<file path="src/rtl/baccarat_deal_fsm.sv">
// Deal sequencer for the Baccarat card datapath: orders the card-register loads,
// applies the third-card drawing rules and registers the win lights.
module baccarat_deal_fsm #(
  parameter bit          RESTART_EN    = 1'b0,
  parameter int unsigned RESTART_DELAY = 8
) (
  input  logic       slow_clock,
  input  logic       resetb,
  input  logic [3:0] pscore,
  input  logic [3:0] dscore,
  input  logic [3:0] pcard3,
  output logic       load_pcard1,
  output logic       load_pcard2,
  output logic       load_pcard3,
  output logic       load_dcard1,
  output logic       load_dcard2,
  output logic       load_dcard3,
  output logic       new_hand,
  output logic       player_win_light,
  output logic       dealer_win_light
);

  localparam int CW = (RESTART_DELAY > 1) ? $clog2(RESTART_DELAY) : 1;
  localparam logic [CW-1:0] CNT_LAST = CW'(RESTART_DELAY - 1);

  typedef enum logic [3:0] {
    IDLE  = 4'd0,
    P1    = 4'd1,
    D1    = 4'd2,
    P2    = 4'd3,
    D2    = 4'd4,
    EVAL  = 4'd5,
    P3    = 4'd6,
    EVAL3 = 4'd7,
    D3    = 4'd8,
    SCORE = 4'd9,
    DONE  = 4'd10,
    CLR   = 4'd11
  } state_t;

  state_t        state_r;
  state_t        state_next_s;
  logic [CW-1:0] cnt_r;
  logic          load_pcard1_r, load_pcard2_r, load_pcard3_r;
  logic          load_dcard1_r, load_dcard2_r, load_dcard3_r;
  logic          new_hand_r, player_win_r, dealer_win_r;

  // Dealer third-card rule; face cards and tens count as zero, illegal scores never draw.
  function automatic logic dealer_draws(input logic [3:0] ds, input logic [3:0] rank);
    logic [3:0] v;
    v = (rank >= 4'd1 && rank <= 4'd9) ? rank : 4'd0;
    case (ds)
      4'd0, 4'd1, 4'd2: dealer_draws = 1'b1;
      4'd3:             dealer_draws = (v != 4'd8);
      4'd4:             dealer_draws = (v >= 4'd2) && (v <= 4'd7);
      4'd5:             dealer_draws = (v >= 4'd4) && (v <= 4'd7);
      4'd6:             dealer_draws = (v >= 4'd6) && (v <= 4'd7);
      default:          dealer_draws = 1'b0;
    endcase
  endfunction

  // Next-state decode for the deal sequence.
  always_comb begin
    state_next_s = IDLE;
    case (state_r)
      IDLE:  state_next_s = P1;
      P1:    state_next_s = D1;
      D1:    state_next_s = P2;
      P2:    state_next_s = D2;
      D2:    state_next_s = EVAL;
      EVAL: begin
        if (pscore >= 4'd8 || dscore >= 4'd8) begin
          state_next_s = SCORE;
        end else if (pscore <= 4'd5) begin
          state_next_s = P3;
        end else if (dscore <= 4'd5) begin
          state_next_s = D3;
        end else begin
          state_next_s = SCORE;
        end
      end
      P3:    state_next_s = EVAL3;
      EVAL3: begin
        if (dealer_draws(dscore, pcard3)) begin
          state_next_s = D3;
        end else begin
          state_next_s = SCORE;
        end
      end
      D3:    state_next_s = SCORE;
      SCORE: state_next_s = DONE;
      DONE: begin
        if (RESTART_EN && (cnt_r == CNT_LAST)) begin
          state_next_s = CLR;
        end else begin
          state_next_s = DONE;
        end
      end
      CLR:     state_next_s = IDLE;
      default: state_next_s = IDLE;
    endcase
  end

  // State, restart counter and outputs; strobes are decoded from the next state so they
  // line up with the state they belong to while still coming straight from flops.
  always_ff @(posedge slow_clock or negedge resetb) begin
    if (!resetb) begin
      state_r       <= IDLE;
      cnt_r         <= '0;
      load_pcard1_r <= 1'b0;
      load_pcard2_r <= 1'b0;
      load_pcard3_r <= 1'b0;
      load_dcard1_r <= 1'b0;
      load_dcard2_r <= 1'b0;
      load_dcard3_r <= 1'b0;
      new_hand_r    <= 1'b0;
      player_win_r  <= 1'b0;
      dealer_win_r  <= 1'b0;
    end else begin
      state_r       <= state_next_s;
      load_pcard1_r <= (state_next_s == P1);
      load_dcard1_r <= (state_next_s == D1);
      load_pcard2_r <= (state_next_s == P2);
      load_dcard2_r <= (state_next_s == D2);
      load_pcard3_r <= (state_next_s == P3);
      load_dcard3_r <= (state_next_s == D3);
      new_hand_r    <= (state_next_s == CLR);

      // A tie lights both lamps, hence the inclusive compares.
      if (state_r == SCORE) begin
        player_win_r <= (pscore >= dscore);
        dealer_win_r <= (dscore >= pscore);
      end else if (state_next_s == CLR) begin
        player_win_r <= 1'b0;
        dealer_win_r <= 1'b0;
      end else begin
        player_win_r <= player_win_r;
        dealer_win_r <= dealer_win_r;
      end

      if (RESTART_EN && (state_r == DONE)) begin
        cnt_r <= (cnt_r == CNT_LAST) ? '0 : cnt_r + CW'(1);
      end else begin
        cnt_r <= '0;
      end
    end
  end

  assign load_pcard1      = load_pcard1_r;
  assign load_pcard2      = load_pcard2_r;
  assign load_pcard3      = load_pcard3_r;
  assign load_dcard1      = load_dcard1_r;
  assign load_dcard2      = load_dcard2_r;
  assign load_dcard3      = load_dcard3_r;
  assign new_hand         = new_hand_r;
  assign player_win_light = player_win_r;
  assign dealer_win_light = dealer_win_r;

endmodule

</file>
<file path="config.mk">
export PLATFORM = sky130hd
export DESIGN_NAME = baccarat_deal_fsm
export DESIGN_NICKNAME = d
export VERILOG_FILES = /design/src/rtl/baccarat_deal_fsm.sv
export SDC_FILE = /design/constraint.sdc
export NUM_CORES = 1
export LEC_CHECK = 0
export CORE_MARGIN = 1.5
export CORE_UTILIZATION = 30
export CTS_CLUSTER_DIAMETER = 200
export DETAILED_ROUTE_END_ITERATION = 7
export PLACE_DENSITY_LB_ADDON = 0.1
export SYNTH_ARGS = -nofsm -noshare
export SYNTH_HDL_FRONTEND = slang
export SYNTH_SLANG_ARGS = --single-unit
</file>
<file path="constraint.sdc">
create_clock -name slow_clock -period 2.3 [get_ports slow_clock]
set_input_delay 0.46 -clock slow_clock [delete_from_list [all_inputs] [get_ports slow_clock]]
set_output_delay 0.46 -clock slow_clock [all_outputs]
set_load 0.03 [all_outputs]
</file>
==> metrics.md <==
| Metric | Value |
|---|---|
| CTS max path bufs | `2` |
| RR Startpoint | `state_r[3]$_DFF_PN0_` |
| Final wirelength | `1280 um` |
| Placed cell area | `between 900 and 1000 um^2` |
| Initial antenna violation count | `0` |
| Clk slew on worst S/H paths | `around 0.070 ns` |
| Status | `completed` |
| Gr ovfl total | `0` |
| Die X-Extent | `51.9 um` |
| CTS buffer count | `3` |
| Fin area | `between 900 and 1000 um^2` |
| Sequential area share after synthesis | `0.453` |
| Max VDD drop | `approximately 0.46 mV` |
| First-pass GRT wire length | `~2200 um` |
| DR WL met3 | `between 70 and 80 um` |
| Slew Limit Headroom | `0.632` |
| Max-Cap Viols | `0` |
| Achievable clock frequency | `roughly 0.57 GHz` |
| Met1 wire length | `between 500 and 600 um` |
| Detailed router's first-iteration violation count | `5` |
| Sink Count | `13` |
| Largest net degree at the start of global routing | `14` |
| Post-CTS setup buffers | `0` |
| Pleak | `about 0.4 nW` |
| Full die area | `between 2000 and 3000 um^2` |
| Setup TNS Final | `0 ns` |
| Crit-path cells | `clkdlybuf4s50_1` |
| Reg2reg path depth | `4` |
| Reg2Reg Capture Point | `load_dcard3$_DFF_PN0_` |
| #FFs+latches synth | `13` |
| Wire length per cell | `around 11 um` |
| Pwr dens | `1090 nW/um^2` |
| GRT Resource Usage Total | `0.113` |
| Syn_nets | `89` |
| WS Path Type | `flip-flop to output port` |
| Nets | `roughly 110` |
| First-pass iteration count of the detailed router | `3` |
| Most frequent cell after synthesis | `dfrtp_1` |
| HP Class | `flip-flop to flip-flop` |
| CTS resizes | `0` |
| EDFF count, synth | `0` |
| Netlist cell types | `35` |
| Top sig layer | `met4` |
| Synth area leader | `dfrtp_1` |
| Crit path max fanout | `2` |
| Cell area after synthesis | `around 720 um^2` |
| Detail-routed via count per cell | `4.79` |
| DP Cell Count | `approximately 120` |
| Max-slew violations | `0` |
| Inserted Diodes | `0` |
| Setup WS post-layout | `about 0.54 ns` |
| R2r setup slk | `roughly 0.9 ns` |
| Final HPWL DP | `around 1000 um` |
| CP Data Arrival Time | `around 1.3 ns` |
| Area of the multi-input gates | `349 um^2` |
| Avg Cell Area, Syn | `10.1 um^2` |
| Worst hold margin | `around 0.52 ns` |
| Vias in the first global route | `527` |
| Non-filler cells in the finished layout | `~120` |
| Max incr delay on CP | `0.67 ns` |
| CP Data Required Time | `between 1.5 and 2 ns` |
| Slowest cell on crit path | `clkdlybuf4s50_1` |
| Minimum clock period | `about 1.8 ns` |
| Ys flop type | `dfrtp_1` |
| Rows | `17` |
| Startpoint types | `flip-flop` |
| Fill count | `between 200 and 250` |
| CP bufs+invs | `1` |
| GP Congestion | `0.716` |
| DRC Markers | `0` |
| Met2 Wirelength | `approximately 600 um` |
| Top cell types by occurrence after synthesis | `13 x dfrtp_1, 5 x inv_1, 5 x nand2_1, 5 x nor2_1` |
| Slew @ Worst Pin | `~0.55 ns` |
| Cts hold-fix bufs | `0` |
| CTS root buffer | `clkbuf_4` |
| H-tree Lvls | `1` |
| Worst setup startpoint | `player_win_light$_DFFE_PN0P_` |
| Final setup fails | `0` |
| Area contributors post-synth | `dfrtp_1 45%, ha_1 7.0%, nor3_1 2.8%` |
| Syn Inst Count | `71` |
| Die Span Y | `about 52 um` |
| CTS tree | `built` |
| Port bufs | `22` |
| Yosys warning total | `0` |
| Area Overhead vs Synth | `35.9%` |
| Post-route ant nets | `0` |
| Final Hold Fails | `0` |
| Pre-CTS WS | `about 0.39 ns` |
| Final critical-path share of the clock period | `0.765` |
| Crit. End Element | `output port` |
| Area share of the largest cell type after synthesis | `0.453` |
| FF+latch area | `between 300 and 400 um^2` |
| Layout cells sized above 1 | `0.0860` |
| Skew-Pair Late Insertion Delay | `~0.28 ns` |
| RSZ-0062 raised after global routing | `no` |
| Async S/R FF share, synth | `1.00` |
| Top Family by Delay on Critical Path | `buffers and inverters` |
| Worst clock skew | `around 0.0048 ns` |
| Vias post-DR | `between 500 and 600` |
| CP Capture Point | `player_win_light` |
| WP depth | `1` |
| Ports | `23` |
| Core area | `approximately 2200 um^2` |
| Initial Utilization | `0.322` |
## kinds of logic after synthesis
group / Yosys count / synth area share
fa+ha+maj: 4 / 0.0697
simple gates: 30 / 0.260
compound gates: 14 / 0.152
flops: 13 / 0.453
other cells: 1 / 0.00522
buf+inv: 9 / 0.0610
## worst min-delay path by stage
stage          cells past startpoint                            to  slack, ns                          from
5_1_grt                            1  dealer_win_light$_DFFE_PN0P_       0.55  dealer_win_light$_DFFE_PN0P_
3_5_place_dp                       1  dealer_win_light$_DFFE_PN0P_       0.51  dealer_win_light$_DFFE_PN0P_
6_report                           1  dealer_win_light$_DFFE_PN0P_       0.52  dealer_win_light$_DFFE_PN0P_
4_1_cts                            1  dealer_win_light$_DFFE_PN0P_       0.53  dealer_win_light$_DFFE_PN0P_
3_3_place_gp                       1  dealer_win_light$_DFFE_PN0P_       0.50  dealer_win_light$_DFFE_PN0P_
2_1_floorplan                      0  dealer_win_light$_DFFE_PN0P_       0.16                        resetb
## routing by layer
metal,vias up,track usage
li1,298,-
met1,256,0.138
met2,22,0.175
met3,4,0.0259
met4,0,0.0789
met5,-,0
## sequential cells by signal, indices dropped and copies added, names as in the netlist
name,count
state_r,4
dealer_win_light,1
load_dcard1,1
load_dcard2,1
load_dcard3,1
load_pcard1,1
load_pcard2,1
load_pcard3,1
new_hand,1
player_win_light,1
## through the flow
step,utilization,power [mW]
2_1_floorplan,-,0.772
3_3_place_gp,0.425,0.934
3_5_place_dp,0.425,0.934
4_1_cts,0.437,1.07
5_1_grt,0.437,1.14
6_report,0.437,1.07
## cell usage in the layout (no fill, tap or decap), types with 2 or more instances in the layout
master and instances:
nand2_1 5, nand2b_1 2, inv_1 5, a21oi_1 2, clkbuf_4 3, clkdlybuf4s50_1 22, a211oi_1 2, nor2b_1 2
ha_1 4, dfrtp_1 13, nor2_1 5, nor3_1 4, o21ai_0 2
## worst register-to-register path, delay by kind of cell, from the launching register on
kind | cells | cell delay, ns
AOI/OAI and AO/OA | 2 | 0.51
and+or+nand+nor | 2 | 0.27
DFF | 1 | 0.50
## report_power, final
part	internal, mW	switching (mW)
clock	0.0645	0.0751
sequential	0.316	0.112
combinational	0.246	0.251
## area by class of cell
type,instances,area share
Multi-Input combinational cell,49,0.358
Sequential cell,13,0.333
Timing Repair Buffer,22,0.226
Tap cell,28,0.0359
Clock buffer,3,0.0231
Inverter,5,0.0192
Clock inverter,1,0.00513
Note: power is estimated with default switching activity, not from simulation.
